--- src/rtl/sc_spi_stc_burst_pkg.sv ---
// Shared definitions for the SPI burst transfer controller: FSM state encoding
// and default parameter values.
package sc_spi_pkg;

    typedef enum logic [2:0] {
        ST_IDLE  = 3'd0,
        ST_SETUP = 3'd1,
        ST_EXEC  = 3'd2,
        ST_TRANS = 3'd3,
        ST_GAP   = 3'd4,
        ST_END   = 3'd5
    } stc_state_t;

    localparam int CSSEL_W_DEF     = 5;
    localparam int DW_W_DEF        = 9;
    localparam int BURST_W_DEF     = 8;
    localparam int GAP_W_DEF       = 8;
    localparam int TIMEOUT_CYC_DEF = 1024;

endpackage

--- src/rtl/sc_spi_stc_burst_if.sv ---
// Controller-to-SCG/SPC bus: clock-generator control, latched transfer
// configuration and the SPC start/busy handshake.
interface sc_spi_stc_burst_if
    import sc_spi_pkg::*;
#(
    parameter int CSSEL_W = CSSEL_W_DEF,
    parameter int DW_W    = DW_W_DEF
);
    logic               CLK_ENABLE;
    logic [7:0]         CLK_WIDTH_HIGH;
    logic [7:0]         CLK_WIDTH_LOW;
    logic [3:0]         SPC_CSSETUP;
    logic [3:0]         SPC_CSHOLD;
    logic [DW_W-1:0]    SPC_DWIDTH;
    logic               SPC_CPOL;
    logic               SPC_CPHA;
    logic               SPC_BORDER;
    logic [CSSEL_W-1:0] SPC_CSSEL;
    logic               SPC_CSEXTEND;
    logic               SPC_SPISTART;
    logic               SPC_SPIBUSY;

    modport master (
        output CLK_ENABLE, CLK_WIDTH_HIGH, CLK_WIDTH_LOW,
        output SPC_CSSETUP, SPC_CSHOLD, SPC_DWIDTH, SPC_CPOL, SPC_CPHA,
        output SPC_BORDER, SPC_CSSEL, SPC_CSEXTEND, SPC_SPISTART,
        input  SPC_SPIBUSY
    );

    modport slave (
        input  CLK_ENABLE, CLK_WIDTH_HIGH, CLK_WIDTH_LOW,
        input  SPC_CSSETUP, SPC_CSHOLD, SPC_DWIDTH, SPC_CPOL, SPC_CPHA,
        input  SPC_BORDER, SPC_CSSEL, SPC_CSEXTEND, SPC_SPISTART,
        output SPC_SPIBUSY
    );

endinterface

--- src/rtl/sc_spi_stc_burst_dncnt.sv ---
// Loadable down-counter that saturates at zero and flags the zero state.
module sc_spi_stc_dncnt #(
    parameter int W = 8
) (
    input  logic         i_clk,
    input  logic         i_rstb,
    input  logic         i_load,
    input  logic [W-1:0] i_val,
    input  logic         i_dec,
    output logic         o_zero
);

    logic [W-1:0] r_cnt;

    always_ff @(posedge i_clk) begin
        if (!i_rstb) begin
            r_cnt <= '0;
        end else if (i_load) begin
            r_cnt <= i_val;
        end else if (i_dec && (r_cnt != '0)) begin
            r_cnt <= r_cnt - 1'b1;
        end
    end

    assign o_zero = (r_cnt == '0);

endmodule

--- src/rtl/sc_spi_stc_burst.sv ---
// SPI burst transfer controller: one TXSTART runs BURSTLEN+1 SPC transfers with CS
// held across the burst. Optional SPC start timeout: SC_SPI_STC_BURST_TIMEOUT_EN.
module sc_spi_stc_burst
    import sc_spi_pkg::*;
#(
    parameter int CSSEL_W     = CSSEL_W_DEF,
    parameter int DW_W        = DW_W_DEF,
    parameter int BURST_W     = BURST_W_DEF,
    parameter int GAP_W       = GAP_W_DEF,
    parameter int TIMEOUT_CYC = TIMEOUT_CYC_DEF
) (
    input  logic               SYSCLK,
    input  logic               SYSRSTB,
    input  logic [7:0]         CLKHIGH,
    input  logic [7:0]         CLKLOW,
    input  logic [3:0]         CSSETUP,
    input  logic [3:0]         CSHOLD,
    input  logic [DW_W-1:0]    DWIDTH,
    input  logic               CPOL,
    input  logic               CPHA,
    input  logic               BORDER,
    input  logic               CSEXTEND,
    input  logic [CSSEL_W-1:0] CSSEL,
    input  logic [BURST_W-1:0] BURSTLEN,
    input  logic [GAP_W-1:0]   GAPCYC,
    input  logic               TXSTART,
    input  logic               ABORT,
    output logic               SPIBUSY,
    output logic               SPICOMPLETE,
    output logic               XFERDONE,
    output logic [BURST_W-1:0] XFERIDX,
    output logic               ABORTED,
    output logic               ERROR,
    sc_spi_stc_burst_if.master spc
);

    stc_state_t         r_state;
    stc_state_t         w_state_nxt;

    logic [BURST_W-1:0] r_remaining;
    logic [GAP_W-1:0]   r_gapcyc;
    logic               r_csextend;
    logic               r_abort_pend;

    logic               r_spibusy;
    logic               r_spicomplete;
    logic               r_xferdone;
    logic [BURST_W-1:0] r_xferidx;
    logic               r_aborted;
    logic               r_clk_enable;
    logic [7:0]         r_clk_high;
    logic [7:0]         r_clk_low;
    logic [3:0]         r_cssetup;
    logic [3:0]         r_cshold;
    logic [DW_W-1:0]    r_dwidth;
    logic               r_cpol;
    logic               r_cpha;
    logic               r_border;
    logic [CSSEL_W-1:0] r_cssel;
    logic               r_spc_csextend;
    logic               r_spistart;

    logic               w_abort;
    logic               w_last;
    logic               w_accept;
    logic               w_launch;
    logic               w_xfer_end;
    logic               w_to_gap;
    logic               w_to_end;
    logic               w_to_idle;
    logic               w_gap_zero;
    logic               w_tmo;

    // A pending abort or an abort arriving this cycle both count as "stop after this transfer"
    assign w_abort = r_abort_pend | ABORT;
    assign w_last  = (r_remaining == '0);

    sc_spi_stc_dncnt #(
        .W (GAP_W)
    ) u_gap_cnt (
        .i_clk  (SYSCLK),
        .i_rstb (SYSRSTB),
        .i_load (w_to_gap),
        .i_val  (r_gapcyc),
        .i_dec  (r_state == ST_GAP),
        .o_zero (w_gap_zero)
    );

`ifdef SC_SPI_STC_BURST_TIMEOUT_EN
    localparam int TMO_W = $clog2(TIMEOUT_CYC + 1);
    localparam logic [TMO_W-1:0] TMO_LOAD = TMO_W'(TIMEOUT_CYC - 1);

    logic w_tmo_zero;
    logic r_error;

    // Loaded on EXEC entry so the count covers exactly TIMEOUT_CYC EXEC cycles
    sc_spi_stc_dncnt #(
        .W (TMO_W)
    ) u_tmo_cnt (
        .i_clk  (SYSCLK),
        .i_rstb (SYSRSTB),
        .i_load (w_launch),
        .i_val  (TMO_LOAD),
        .i_dec  (r_state == ST_EXEC),
        .o_zero (w_tmo_zero)
    );

    assign w_tmo = (r_state == ST_EXEC) && !spc.SPC_SPIBUSY && w_tmo_zero;

    always_ff @(posedge SYSCLK) begin
        if (!SYSRSTB) begin
            r_error <= 1'b0;
        end else if (w_accept) begin
            r_error <= 1'b0;
        end else if (w_tmo) begin
            r_error <= 1'b1;
        end
    end

    assign ERROR = r_error;
`else
    logic w_unused_tmo;

    assign w_unused_tmo = (TIMEOUT_CYC != 0);
    assign w_tmo        = 1'b0;
    assign ERROR        = 1'b0;
`endif

    always_ff @(posedge SYSCLK) begin
        if (!SYSRSTB) begin
            r_state <= ST_IDLE;
        end else begin
            r_state <= w_state_nxt;
        end
    end

    always_comb begin
        w_state_nxt = r_state;
        case (r_state)
            ST_IDLE:  if (TXSTART) w_state_nxt = ST_SETUP;
            ST_SETUP: w_state_nxt = ST_EXEC;
            ST_EXEC: begin
                if (spc.SPC_SPIBUSY) begin
                    w_state_nxt = ST_TRANS;
                end else if (w_tmo) begin
                    w_state_nxt = ST_END;
                end
            end
            ST_TRANS: begin
                if (!spc.SPC_SPIBUSY) begin
                    w_state_nxt = (w_last || w_abort) ? ST_END : ST_GAP;
                end
            end
            ST_GAP: begin
                if (w_abort) begin
                    w_state_nxt = ST_END;
                end else if (w_gap_zero) begin
                    w_state_nxt = ST_SETUP;
                end
            end
            ST_END:   if (!spc.SPC_SPIBUSY) w_state_nxt = ST_IDLE;
            default:  w_state_nxt = ST_IDLE;
        endcase
    end

    always_comb begin
        w_accept   = 1'b0;
        w_launch   = 1'b0;
        w_xfer_end = 1'b0;
        w_to_gap   = 1'b0;
        w_to_end   = 1'b0;
        w_to_idle  = 1'b0;
        case (r_state)
            ST_IDLE:  w_accept = TXSTART;
            ST_SETUP: w_launch = 1'b1;
            ST_TRANS: begin
                w_xfer_end = !spc.SPC_SPIBUSY;
                w_to_gap   = (w_state_nxt == ST_GAP);
            end
            ST_END:   w_to_idle = (w_state_nxt == ST_IDLE);
            default:  ;
        endcase
        if ((r_state != ST_END) && (w_state_nxt == ST_END)) begin
            w_to_end = 1'b1;
        end
    end

    always_ff @(posedge SYSCLK) begin
        if (!SYSRSTB) begin
            r_remaining    <= '0;
            r_gapcyc       <= '0;
            r_csextend     <= 1'b0;
            r_abort_pend   <= 1'b0;
            r_spibusy      <= 1'b0;
            r_spicomplete  <= 1'b0;
            r_xferdone     <= 1'b0;
            r_xferidx      <= '0;
            r_aborted      <= 1'b0;
            r_clk_enable   <= 1'b0;
            r_clk_high     <= '0;
            r_clk_low      <= '0;
            r_cssetup      <= '0;
            r_cshold       <= '0;
            r_dwidth       <= '0;
            r_cpol         <= 1'b0;
            r_cpha         <= 1'b0;
            r_border       <= 1'b0;
            r_cssel        <= '0;
            r_spc_csextend <= 1'b0;
            r_spistart     <= 1'b0;
        end else begin
            r_spicomplete <= w_to_end;
            r_xferdone    <= w_xfer_end;

            if (w_accept) begin
                r_remaining <= BURSTLEN;
                r_gapcyc    <= GAPCYC;
                r_csextend  <= CSEXTEND;
                r_clk_high  <= CLKHIGH;
                r_clk_low   <= CLKLOW;
                r_cssetup   <= CSSETUP;
                r_cshold    <= CSHOLD;
                r_dwidth    <= DWIDTH;
                r_cpol      <= CPOL;
                r_cpha      <= CPHA;
                r_border    <= BORDER;
                r_cssel     <= CSSEL;
                r_xferidx   <= '0;
                r_aborted   <= 1'b0;
                r_spibusy   <= 1'b1;
            end

            // CS stays asserted between transfers; the programmed extend applies only to the last one
            if (w_launch) begin
                r_spistart     <= 1'b1;
                r_clk_enable   <= 1'b1;
                r_spc_csextend <= (!w_last && !w_abort) ? 1'b1 : r_csextend;
            end else if ((r_spistart && spc.SPC_SPIBUSY) || w_tmo) begin
                r_spistart <= 1'b0;
            end

            if (w_to_gap) begin
                r_remaining <= r_remaining - 1'b1;
                r_xferidx   <= r_xferidx + 1'b1;
            end

            if (w_to_end) begin
                r_spc_csextend <= r_csextend;
                if (w_abort) begin
                    r_aborted <= 1'b1;
                end
            end

            if (w_to_idle) begin
                r_spibusy    <= 1'b0;
                r_clk_enable <= 1'b0;
            end

            if (w_state_nxt == ST_IDLE) begin
                r_abort_pend <= 1'b0;
            end else if ((r_state != ST_IDLE) && ABORT) begin
                r_abort_pend <= 1'b1;
            end
        end
    end

    assign SPIBUSY            = r_spibusy;
    assign SPICOMPLETE        = r_spicomplete;
    assign XFERDONE           = r_xferdone;
    assign XFERIDX            = r_xferidx;
    assign ABORTED            = r_aborted;

    assign spc.CLK_ENABLE     = r_clk_enable;
    assign spc.CLK_WIDTH_HIGH = r_clk_high;
    assign spc.CLK_WIDTH_LOW  = r_clk_low;
    assign spc.SPC_CSSETUP    = r_cssetup;
    assign spc.SPC_CSHOLD     = r_cshold;
    assign spc.SPC_DWIDTH     = r_dwidth;
    assign spc.SPC_CPOL       = r_cpol;
    assign spc.SPC_CPHA       = r_cpha;
    assign spc.SPC_BORDER     = r_border;
    assign spc.SPC_CSSEL      = r_cssel;
    assign spc.SPC_CSEXTEND   = r_spc_csextend;
    assign spc.SPC_SPISTART   = r_spistart;

endmodule

--- src/flat_wrapper.sv ---
// flat-port wrapper written by rule: the top's interface ports become plain ports
module sc_spi_stc_burst_flat import sc_spi_pkg::*;
#(
    parameter int CSSEL_W     = CSSEL_W_DEF,
    parameter int DW_W        = DW_W_DEF,
    parameter int BURST_W     = BURST_W_DEF,
    parameter int GAP_W       = GAP_W_DEF,
    parameter int TIMEOUT_CYC = TIMEOUT_CYC_DEF
)
  (SYSCLK, SYSRSTB, CLKHIGH, CLKLOW, CSSETUP, CSHOLD, DWIDTH, CPOL, CPHA, BORDER, CSEXTEND, CSSEL, BURSTLEN, GAPCYC, TXSTART, ABORT, SPIBUSY, SPICOMPLETE, XFERDONE, XFERIDX, ABORTED, ERROR, spc_CLK_ENABLE, spc_CLK_WIDTH_HIGH, spc_CLK_WIDTH_LOW, spc_SPC_CSSETUP, spc_SPC_CSHOLD, spc_SPC_DWIDTH, spc_SPC_CPOL, spc_SPC_CPHA, spc_SPC_BORDER, spc_SPC_CSSEL, spc_SPC_CSEXTEND, spc_SPC_SPISTART, spc_SPC_SPIBUSY);
  sc_spi_stc_burst_if #(.CSSEL_W(CSSEL_W), .DW_W(DW_W)) spc_i ();
  input  logic SYSCLK;
  input  logic SYSRSTB;
  input  logic [7:0] CLKHIGH;
  input  logic [7:0] CLKLOW;
  input  logic [3:0] CSSETUP;
  input  logic [3:0] CSHOLD;
  input  logic [DW_W-1:0] DWIDTH;
  input  logic CPOL;
  input  logic CPHA;
  input  logic BORDER;
  input  logic CSEXTEND;
  input  logic [CSSEL_W-1:0] CSSEL;
  input  logic [BURST_W-1:0] BURSTLEN;
  input  logic [GAP_W-1:0] GAPCYC;
  input  logic TXSTART;
  input  logic ABORT;
  output logic SPIBUSY;
  output logic SPICOMPLETE;
  output logic XFERDONE;
  output logic [BURST_W-1:0] XFERIDX;
  output logic ABORTED;
  output logic ERROR;
  output wire logic [$bits(spc_i.CLK_ENABLE)-1:0] spc_CLK_ENABLE;
  output wire logic [$bits(spc_i.CLK_WIDTH_HIGH)-1:0] spc_CLK_WIDTH_HIGH;
  output wire logic [$bits(spc_i.CLK_WIDTH_LOW)-1:0] spc_CLK_WIDTH_LOW;
  output wire logic [$bits(spc_i.SPC_CSSETUP)-1:0] spc_SPC_CSSETUP;
  output wire logic [$bits(spc_i.SPC_CSHOLD)-1:0] spc_SPC_CSHOLD;
  output wire logic [$bits(spc_i.SPC_DWIDTH)-1:0] spc_SPC_DWIDTH;
  output wire logic [$bits(spc_i.SPC_CPOL)-1:0] spc_SPC_CPOL;
  output wire logic [$bits(spc_i.SPC_CPHA)-1:0] spc_SPC_CPHA;
  output wire logic [$bits(spc_i.SPC_BORDER)-1:0] spc_SPC_BORDER;
  output wire logic [$bits(spc_i.SPC_CSSEL)-1:0] spc_SPC_CSSEL;
  output wire logic [$bits(spc_i.SPC_CSEXTEND)-1:0] spc_SPC_CSEXTEND;
  output wire logic [$bits(spc_i.SPC_SPISTART)-1:0] spc_SPC_SPISTART;
  input wire logic [$bits(spc_i.SPC_SPIBUSY)-1:0] spc_SPC_SPIBUSY;
  assign spc_CLK_ENABLE = spc_i.CLK_ENABLE;
  assign spc_CLK_WIDTH_HIGH = spc_i.CLK_WIDTH_HIGH;
  assign spc_CLK_WIDTH_LOW = spc_i.CLK_WIDTH_LOW;
  assign spc_SPC_CSSETUP = spc_i.SPC_CSSETUP;
  assign spc_SPC_CSHOLD = spc_i.SPC_CSHOLD;
  assign spc_SPC_DWIDTH = spc_i.SPC_DWIDTH;
  assign spc_SPC_CPOL = spc_i.SPC_CPOL;
  assign spc_SPC_CPHA = spc_i.SPC_CPHA;
  assign spc_SPC_BORDER = spc_i.SPC_BORDER;
  assign spc_SPC_CSSEL = spc_i.SPC_CSSEL;
  assign spc_SPC_CSEXTEND = spc_i.SPC_CSEXTEND;
  assign spc_SPC_SPISTART = spc_i.SPC_SPISTART;
  assign spc_i.SPC_SPIBUSY = spc_SPC_SPIBUSY;
  sc_spi_stc_burst #(.CSSEL_W(CSSEL_W), .DW_W(DW_W), .BURST_W(BURST_W), .GAP_W(GAP_W), .TIMEOUT_CYC(TIMEOUT_CYC)) u_core (.SYSCLK(SYSCLK), .SYSRSTB(SYSRSTB), .CLKHIGH(CLKHIGH), .CLKLOW(CLKLOW), .CSSETUP(CSSETUP), .CSHOLD(CSHOLD), .DWIDTH(DWIDTH), .CPOL(CPOL), .CPHA(CPHA), .BORDER(BORDER), .CSEXTEND(CSEXTEND), .CSSEL(CSSEL), .BURSTLEN(BURSTLEN), .GAPCYC(GAPCYC), .TXSTART(TXSTART), .ABORT(ABORT), .SPIBUSY(SPIBUSY), .SPICOMPLETE(SPICOMPLETE), .XFERDONE(XFERDONE), .XFERIDX(XFERIDX), .ABORTED(ABORTED), .ERROR(ERROR), .spc(spc_i));
endmodule
--- config.mk ---
export PLATFORM = sky130hd
export DESIGN_NAME = sc_spi_stc_burst_flat
export DESIGN_NICKNAME = d
export VERILOG_FILES = /design/src/rtl/sc_spi_stc_burst_pkg.sv /design/src/rtl/sc_spi_stc_burst_if.sv /design/src/rtl/sc_spi_stc_burst_dncnt.sv /design/src/rtl/sc_spi_stc_burst.sv /design/src/flat_wrapper.sv
export SDC_FILE = /design/constraint.sdc
export NUM_CORES = 1
export LEC_CHECK = 0
export CAP_MARGIN = 20
export CORE_MARGIN = 4
export CORE_UTILIZATION = 41
export CTS_CLUSTER_DIAMETER = 100
export DETAILED_ROUTE_END_ITERATION = 12
export PLACE_DENSITY = 0.86
export SKIP_CTS_REPAIR_TIMING = 1
export SLEW_MARGIN = 20
export SYNTH_ARGS = -nofsm -noshare
export SYNTH_HDL_FRONTEND = slang
export SYNTH_HIERARCHICAL = 1
export SYNTH_SLANG_ARGS = --single-unit
--- constraint.sdc ---
create_clock -name SYSCLK -period 2.4 [get_ports SYSCLK]
set_input_delay 0.36 -clock SYSCLK [delete_from_list [all_inputs] [get_ports SYSCLK]]
set_output_delay 0.36 -clock SYSCLK [all_outputs]
set_load 0.01 [all_outputs]
==> impl_metrics.sql, run 1 <==
INSERT INTO impl_metrics (metric_group, metric, value, unit) VALUES
('outcome', 'run_status', 'complete, no violations', ''),
('final_layout', 'finalNonFillerCells', '678', ''),
('placement', 'placed_cells_incl_taps', '662', ''),
('global_route', 'grt_pass1_vias', '3499', ''),
('critical_path', 'reg2reg_slack', '70', 'ps'),
('pwr', 'vdd_drop_max', '0.000410', 'V'),
('hold_path', 'min_from', 'u_core/r_gapcyc[0]', ''),
('floorplanning', 'fp.dieArea', '10400', 'um2'),
('synth', 'synth_edf_count', '0', ''),
('final_layout', 'final_core_util', '61.4', '%'),
('critical_path', 'crit_arrival', '2620', 'ps'),
('synth', 'syn-instance-count', '448', ''),
('final_layout', 'n_antenna_cell', '0', ''),
('cts', 'cts_root_buf', 'sky130_fd_sc_hd__clkbuf_8', ''),
('routing', 'dr.first_iter.drc_count', '228', ''),
('sta', 'min_period', '2330', 'ps'),
('synth', 'synth_flop_cell', 'sky130_fd_sc_hd__dfxtp_1', ''),
('floorplanning', 'initial_utilization', '43.1', '%'),
('floorplanning', 'die_w', '102', 'um'),
('floorplanning', 'chipHeight', '102', 'um'),
('routing', 'total_via_count_after_detailed_routing', '3565', ''),
('sta', 'slew_headroom', '65.6', '%'),
('pwr', 'fin_total_pwr', '3.10', 'mW'),
('synth', 'mappedNetlistArea', '3610', 'um2'),
('critical_path', 'timing.rr.end', 'u_core/spc.SPC_CSEXTEND', ''),
('pwr', 'p_leak', '1.93', 'nW'),
('sta', 'finalCritPeriodShare', '97.1', '%'),
('synth', 'yosys_warnings', '6', ''),
('sta', 'slew_violations', '0', ''),
('routing', 'drt_pass_1_iters', '7', ''),
('floorplanning', 'core_area', '8380', 'um2'),
('critical_path', 'worst_r2r_startpoint', 'u_core/u_gap_cnt/r_cnt[3]', ''),
('sta', 'setup_skew_after_layout', '7.60', 'ps'),
('floorplanning', 'rows', '33', ''),
('routing', 'number_of_nets_with_antenna_violations_after_detailed_routing', '0', ''),
('final_layout', 'area_delta_synth_final', '42.5', '%'),
('sta', 'max_slew.worst_pin.slew', '515', 'ps'),
('global_route', 'grt_max_degree', '42', ''),
('critical_path', 'critical_path_class', 'flop to flop', ''),
('final_layout', 'mostFrequentLayoutCells', 'sky130_fd_sc_hd__clkdlybuf4s50_1, sky130_fd_sc_hd__nand2_1, sky130_fd_sc_hd__dfxtp_1', ''),
('global_route', 'antenna_violations_before_repair', '0', ''),
('synth', 'flops_latches_synth', '85', ''),
('cts', 'numCtsBuffers', '9', ''),
('final_layout', 'final.fill_count', '732', ''),
('placement', 'portBuffers', '118', ''),
('routing', 'drc_markers', '0', ''),
('global_route', 'overflow', '0', ''),
('sta', 'report.final.hold_viol_count', '0', ''),
('routing', 'detail_route.wirelength', '9.81', 'mm'),
('sta', 'fin_hold_ws', '454', 'ps'),
('job', 'maxCapViolCount', '0', ''),
('synth', 'yosysUniqueCellTypes', '54', ''),
('final_layout', 'fraction_of_final_layout_cells_with_drive_strength_greater_than_1', '8.90', '%'),
('cts', 'ctsHtreeMaxLevel', '3', ''),
('cts', 'clk-insertion-delay-late', '350', 'ps'),
('placement', 'gpl.final_weighted_congestion', '0.881', ''),
('critical_path', 'critical_path_peak_fanout', '4', ''),
('synth', 'synth_sequential_area_ratio', '47.1', '%'),
('floorplanning', 'top_level_pins', '120', ''),
('routing', 'avg_vias_per_cell', '5.26', ''),
('final_layout', 'fin_nets', '635', ''),
('sta', 'achievable-frequency', '0.429', 'GHz'),
('cts', 'tritoncts', 'yes', ''),
('final_layout', 'layout.cells.most_common', 'sky130_fd_sc_hd__clkdlybuf4s50_1', ''),
('placement', 'detailedPlacementHpwl', '7.30', 'mm'),
('global_route', 'grt_use_total', '19.2', '%'),
('routing', 'wl_per_cell', '14.5', 'um'),
('hold_path', 'timing.hold.worst.class', 'flop to flop', ''),
('hold_path', 'hold_endpoint', 'u_core/r_gapcyc[0]', ''),
('synth', 'mappedNetlistNets', '515', ''),
('critical_path', 'worst-r2r-cell-count', '6', ''),
('critical_path', 'cp-end-kind', 'flop', ''),
('sta', 'final_setup_vio_count', '0', ''),
('cts', 'tritoncts_num_sinks', '85', ''),
('cts', 'clk_path_buf_depth', '2', ''),
('synth', 'ys_async_sr_fraction', '0', '%'),
('sta', 'fin_setup_tns', '0', 'ps'),
('cts', 'clkSlewWorstSetupHoldPaths', '90', 'ps'),
('critical_path', 'cp_data_required_time', '2690', 'ps'),
('hold_path', 'hold_depth', '2', ''),
('global_route', 'wire_length_of_the_first_global_routing_pass', '16.0', 'mm'),
('synth', 'avgSynthCellArea', '8.07', 'um2'),
('critical_path', 'timing.critical_path.from_type', 'flop', ''),
('pwr', 'power.density_cell_area', '601', 'nW/um2');
[Yosys cell counts, drive strengths merged, types with 4 or more instances]
| cell | n | area, um2 |
|---|---|---|
| nand2 | 114 | 428 |
| dfxtp | 85 | 1700 |
| a21oi | 74 | 370 |
| nor2 | 25 | 96.4 |
| o21ai | 16 | 80.1 |
| clkbuf | 14 | 52.6 |
| buf | 13 | 71.3 |
| inv | 12 | 45.1 |
| nand3 | 10 | 50.1 |
| a211oi | 9 | 67.6 |
| nand4 | 6 | 37.5 |
| a31oi | 5 | 31.3 |
| and2 | 5 | 31.3 |
| nor3 | 5 | 25.0 |
| or4 | 5 | 42.5 |
| ha | 4 | 50.1 |
| nor3b | 4 | 35.0 |
[critical path: stages, from the launching register on]
cell	delay [ps]
sky130_fd_sc_hd__dfxtp_1	340
sky130_fd_sc_hd__or4_4	540
sky130_fd_sc_hd__nor4_4	290
sky130_fd_sc_hd__or3b_4	430
sky130_fd_sc_hd__a21o_1	210
sky130_fd_sc_hd__a2111o_1	400
sky130_fd_sc_hd__nand2_1	50
[registers in the layout (all words and copies together) (netlist names), 3 cells and up]
| signal | cells |
|---|---|
| u_core/r_gapcyc | 8 |
| u_core/spc.CLK_WIDTH_LOW | 8 |
| u_core/u_gap_cnt/r_cnt | 8 |
| u_core/XFERIDX | 8 |
| u_core/spc.SPC_CSHOLD | 4 |
| u_core/spc.CLK_WIDTH_HIGH | 8 |
| u_core/spc.SPC_CSSEL | 5 |
| u_core/r_remaining | 8 |
| u_core/r_state | 3 |
| u_core/spc.SPC_DWIDTH | 9 |
| u_core/spc.SPC_CSSETUP | 4 |
[cells by family (layout without fill, tap and decap cells)]
family,Yosys count,after routing,share of synthesized area [%]
AOI/OAI and AO/OA,120,120,19.8
xor gates and xnor gates,3,3,0.727
adders and majority gates,4,4,1.38
buffers and inverters,39,164,4.67
DFF,85,85,47.1
muxes,2,2,0.554
other,1,1,0.104
and+or+nand+nor,194,194,25.7
[report_power, final]
part | switching, mW | leakage, nW | internal, mW
sequential | 0.0718 | 0.695 | 1.50
combinational | 0.311 | 1.14 | 0.334
clock | 0.505 | 0.0925 | 0.370
total | 0.888 | 1.93 | 2.21
[worst max-delay path by stage]
stage                         startpoint                         to  slack (ps)  cells after the start
2_1_floorplan      u_core/r_remaining[0]  u_core/u_gap_cnt/r_cnt[2]         100                     12
4_1_cts        u_core/u_gap_cnt/r_cnt[3]    u_core/spc.SPC_CSEXTEND         -60                      6
6_report       u_core/u_gap_cnt/r_cnt[3]    u_core/spc.SPC_CSEXTEND          70                      6
5_1_grt        u_core/u_gap_cnt/r_cnt[3]    u_core/spc.SPC_CSEXTEND          -6                      6
3_5_place_dp   u_core/u_gap_cnt/r_cnt[3]    u_core/spc.SPC_CSEXTEND         -40                      6
3_3_place_gp   u_core/u_gap_cnt/r_cnt[3]    u_core/spc.SPC_CSEXTEND           5                      6
[per-layer routing]
| metal | track usage (%) | part of all wire [%] | vias up |
|---|---|---|---|
| met2 | 33.5 | 52 | 104 |
| li1 | - | - | 1783 |
| met3 | 6.83 | 6.9 | 17 |
| met1 | 22.2 | 40 | 1661 |
| met5 | 0 | 0 | - |
| met4 | 5.95 | 1.8 | 0 |
[final cells by class]
cell class,instances,area [um2],share of cell area (%)
well taps,105,131,2.55
multi-input cells,324,1760,34.3
clock inverters,7,42.5,0.826
repair buffers,136,1340,26.0
flip-flops and latches,85,1700,33.0
clock buffers,9,124,2.41
inverters,12,45.0,0.875
[stage by stage]
stage               area [um2]  setup slack [ps]
global placement          4970              5.02
floorplan                 3620              98.3
global route              5150             -5.88
detailed placement        4970             -35.1
finish                    5150              68.7
CTS                       5130             -60.4
Note: power is estimated with default switching activity, not from simulation.
==> inputs of run 2 (changes only) <==
==> constraint.sdc (replaced) <==
create_clock -name SYSCLK -period 2.4 [get_ports SYSCLK]
set_input_delay 0.36 -clock SYSCLK [delete_from_list [all_inputs] [get_ports SYSCLK]]
set_output_delay 0.36 -clock SYSCLK [all_outputs]
set_load 0.05 [all_outputs]
==> results of run 2 <==
Same layout as run 1 (identical final DEF). Status: complete, no violations.
Among the figures that moved: total power 3.10 mW -> 3.29 mW; worst IR drop on VDD 0.000410 V -> 0.000430 V
==> inputs of run 3 (changes only) <==
clock period = 1.9 ns   (was 2.4 ns; I/O delays follow)
==> impl_metrics.sql, run 3 (synthesis gave the netlist of run 1 again) <==
INSERT INTO impl_metrics (metric_group, metric, value, unit) VALUES
('outcome', 'run_status', 'complete, but fails checks', ''),
('outcome', 'failed_checks', 'setup timing', ''),
('sta', 'final_setup_vio_count', '11', ''),
('critical_path', 'worst_r2r_startpoint', 'u_core/u_gap_cnt/r_cnt[5]', ''),
('routing', 'highest-signal-layer', 'met4', ''),
('sta', 'setup_repair_after_global_routing_missed_its_margin', 'true', ''),
('floorplanning', 'core_area', '8380', 'um2'),
('sta', 'setup_ws', '-237', 'ps'),
('final_layout', 'final_core_util', '68.2', '%'),
('global_route', 'grt_pass1_vias', '3664', ''),
('cts', 'clk-insertion-delay-late', '340', 'ps'),
('routing', 'dr.first_iter.drc_count', '156', ''),
('placement', 'detailedPlacementHpwl', '7.91', 'mm'),
('routing', 'met2RoutedLength', '5.70', 'mm'),
('critical_path', 'timing.critical_path.from_type', 'flop', ''),
('hold_path', 'timing.hold.worst.class', 'flop to flop', ''),
('pwr', 'p_leak', '2.21', 'nW'),
('final_layout', 'layout.cells.most_common', 'sky130_fd_sc_hd__nand2_1', ''),
('critical_path', 'worst-r2r-cell-count', '6', ''),
('pwr', 'p_int', '3.55', 'mW'),
('critical_path', 'timing.rr.end', 'u_core/spc.SPC_CSEXTEND', ''),
('global_route', 'grt_max_degree', '38', ''),
('sta', 'achievable-frequency', '0.468', 'GHz'),
('critical_path', 'reg2reg_slack', '-240', 'ps'),
('final_layout', 'fin_nets', '669', ''),
('pwr', 'fin_total_pwr', '4.97', 'mW'),
('global_route', 'grt_use_total', '20.4', '%'),
('final_layout', 'finalNonFillerCells', '712', ''),
('sta', 'finalCritPeriodShare', '112', '%'),
('cts', 'tritoncts_num_sinks', '85', ''),
('routing', 'drt-met1-wl', '4.24', 'mm'),
('final_layout', 'n_antenna_cell', '0', ''),
('routing', 'drt_pass_1_iters', '5', ''),
('cts', 'ctsHtreeMaxLevel', '3', ''),
('placement', 'portBuffers', '118', ''),
('final_layout', 'fraction_of_final_layout_cells_with_drive_strength_greater_than_1', '20.6', '%'),
('final_layout', 'largest_register_ff_count', '9', ''),
('pwr', 'pwr-share-seq', '40.0', '%'),
('pwr', 'fraction_of_power_consumed_by_the_clock_network', '35.8', '%'),
('global_route', 'overflow', '0', ''),
('routing', 'number_of_nets_with_antenna_violations_after_detailed_routing', '0', ''),
('hold_path', 'hold_endpoint', 'u_core/r_gapcyc[0]', ''),
('critical_path', 'crit_arrival', '2430', 'ps'),
('sta', 'max_slew.worst_pin.slew', '539', 'ps'),
('placement', 'gpl.final_weighted_congestion', '0.891', ''),
('critical_path', 'critical_path_class', 'flop to flop', ''),
('hold_path', 'hold_depth', '2', ''),
('critical_path', 'critical_path_peak_fanout', '2', ''),
('floorplanning', 'rows', '33', ''),
('placement', 'placed_cells_incl_taps', '691', ''),
('sta', 'slew_headroom', '64.0', '%'),
('pwr', 'power.density_cell_area', '869', 'nW/um2'),
('sta', 'report.final.hold_viol_count', '0', ''),
('floorplanning', 'chipHeight', '102', 'um'),
('final_layout', 'area_delta_synth_final', '58.1', '%'),
('cts', 'tritoncts', 'yes', ''),
('critical_path', 'cp-end-kind', 'flop', ''),
('critical_path', 'cp_data_required_time', '2190', 'ps'),
('routing', 'drc_markers', '0', ''),
('floorplanning', 'die_w', '102', 'um'),
('sta', 'min_period', '2140', 'ps'),
('cts', 'clkSlewWorstSetupHoldPaths', '80', 'ps'),
('cts', 'clk_path_buf_depth', '2', ''),
('pwr', 'p_comb_share', '24.2', '%'),
('hold_path', 'min_from', 'u_core/r_gapcyc[0]', ''),
('cts', 'numCtsBuffers', '9', ''),
('floorplanning', 'initial_utilization', '43.1', '%'),
('placement', 'place_worst_setup_slack', '-208', 'ps'),
('routing', 'detail_route.wirelength', '11.0', 'mm'),
('sta', 'setup_skew_after_layout', '8.06', 'ps'),
('routing', 'wl_per_cell', '15.4', 'um'),
('floorplanning', 'top_level_pins', '120', ''),
('cts', 'cts_root_buf', 'sky130_fd_sc_hd__clkbuf_8', ''),
('pwr', 'p_switching', '1.42', 'mW'),
('pwr', 'power_switching_share', '28.6', '%'),
('routing', 'total_via_count_after_detailed_routing', '3820', ''),
('routing', 'met3RoutedLength', '819', 'um'),
('pwr', 'vdd_drop_max', '0.000606', 'V'),
('sta', 'slew_violations', '0', ''),
('global_route', 'wire_length_of_the_first_global_routing_pass', '16.9', 'mm'),
('routing', 'avg_vias_per_cell', '5.37', ''),
('global_route', 'antenna_violations_before_repair', '0', ''),
('floorplanning', 'fp.dieArea', '10400', 'um2'),
('job', 'maxCapViolCount', '0', ''),
('final_layout', 'mostFrequentLayoutCells', 'sky130_fd_sc_hd__nand2_1, sky130_fd_sc_hd__clkdlybuf4s50_1, sky130_fd_sc_hd__dfxtp_1', '');
run 3: changes by cell type in the layout (fill, tap and decap cells not counted), sizes merged:
cell	delta
buf	+40
clkdlybuf4s50	-8
bufinv	+5
clkinv	-4
clkbuf	+1
inv	-1
nor2	+1
run 3: worst max-delay path by stage:
stage	slack, ps	startpoint	endpoint	depth (start not counted)
floorplan	-220	u_core/u_gap_cnt/r_cnt[5]	u_core/spc.SPC_CSEXTEND	6
global route	-300	u_core/u_gap_cnt/r_cnt[5]	u_core/spc.SPC_CSEXTEND	6
detailed placement	-210	u_core/u_gap_cnt/r_cnt[5]	u_core/spc.SPC_CSEXTEND	6
CTS	-230	u_core/u_gap_cnt/r_cnt[5]	u_core/spc.SPC_CSEXTEND	6
global placement	-190	u_core/u_gap_cnt/r_cnt[5]	u_core/spc.SPC_CSEXTEND	6
finish	-240	u_core/u_gap_cnt/r_cnt[5]	u_core/spc.SPC_CSEXTEND	6
run 3: metrics by stage:
| step | instance area (um2) | hold WS [ps] | TNS, ps |
|---|---|---|---|
| 2_1_floorplan | 3670 | 407 | -420 |
| 3_3_place_gp | 5230 | 441 | -1620 |
| 3_5_place_dp | 5230 | 445 | -2940 |
| 4_1_cts | 5520 | 457 | -703 |
| 5_1_grt | 5710 | 459 | -2330 |
| 6_report | 5710 | 460 | -1020 |
run 3: power by group through the flow:
stage | sequential, mW | clock (mW) | combinational (mW)
3_5_place_dp | 2.02 | 0 | 1.14
5_1_grt | 2.00 | 1.90 | 1.28
6_report | 1.99 | 1.78 | 1.20
4_1_cts | 1.98 | 1.82 | 1.15
3_3_place_gp | 2.02 | 0 | 1.12
2_1_floorplan | 2.29 | 0 | 0.390
run 3: layer usage:
metal | up-vias | global-route usage, %
met5 | - | 0
met4 | 0 | 7.47
met3 | 18 | 5.39
li1 | 1855 | -
met1 | 1807 | 23.5
met2 | 140 | 36.4
run 3: critical path, stage by stage (launching register included):
cell and delay (ps):
sky130_fd_sc_hd__dfxtp_2 330, sky130_fd_sc_hd__or4_4 550, sky130_fd_sc_hd__nor4_4 140, sky130_fd_sc_hd__or3b_4 410, sky130_fd_sc_hd__a21o_1 200, sky130_fd_sc_hd__a2111o_1 400, sky130_fd_sc_hd__nand2_1 60
run 3: layout make-up:
cell class	count	area (um2)
Clock inverter	6	159
Sequential cell	85	1710
Inverter	12	57.6
Timing Repair inverter	1	5.00
Multi-Input combinational cell	325	1920
Fill cell	657	2670
Clock buffer	10	128
Tap cell	105	131
Timing Repair Buffer	168	1610
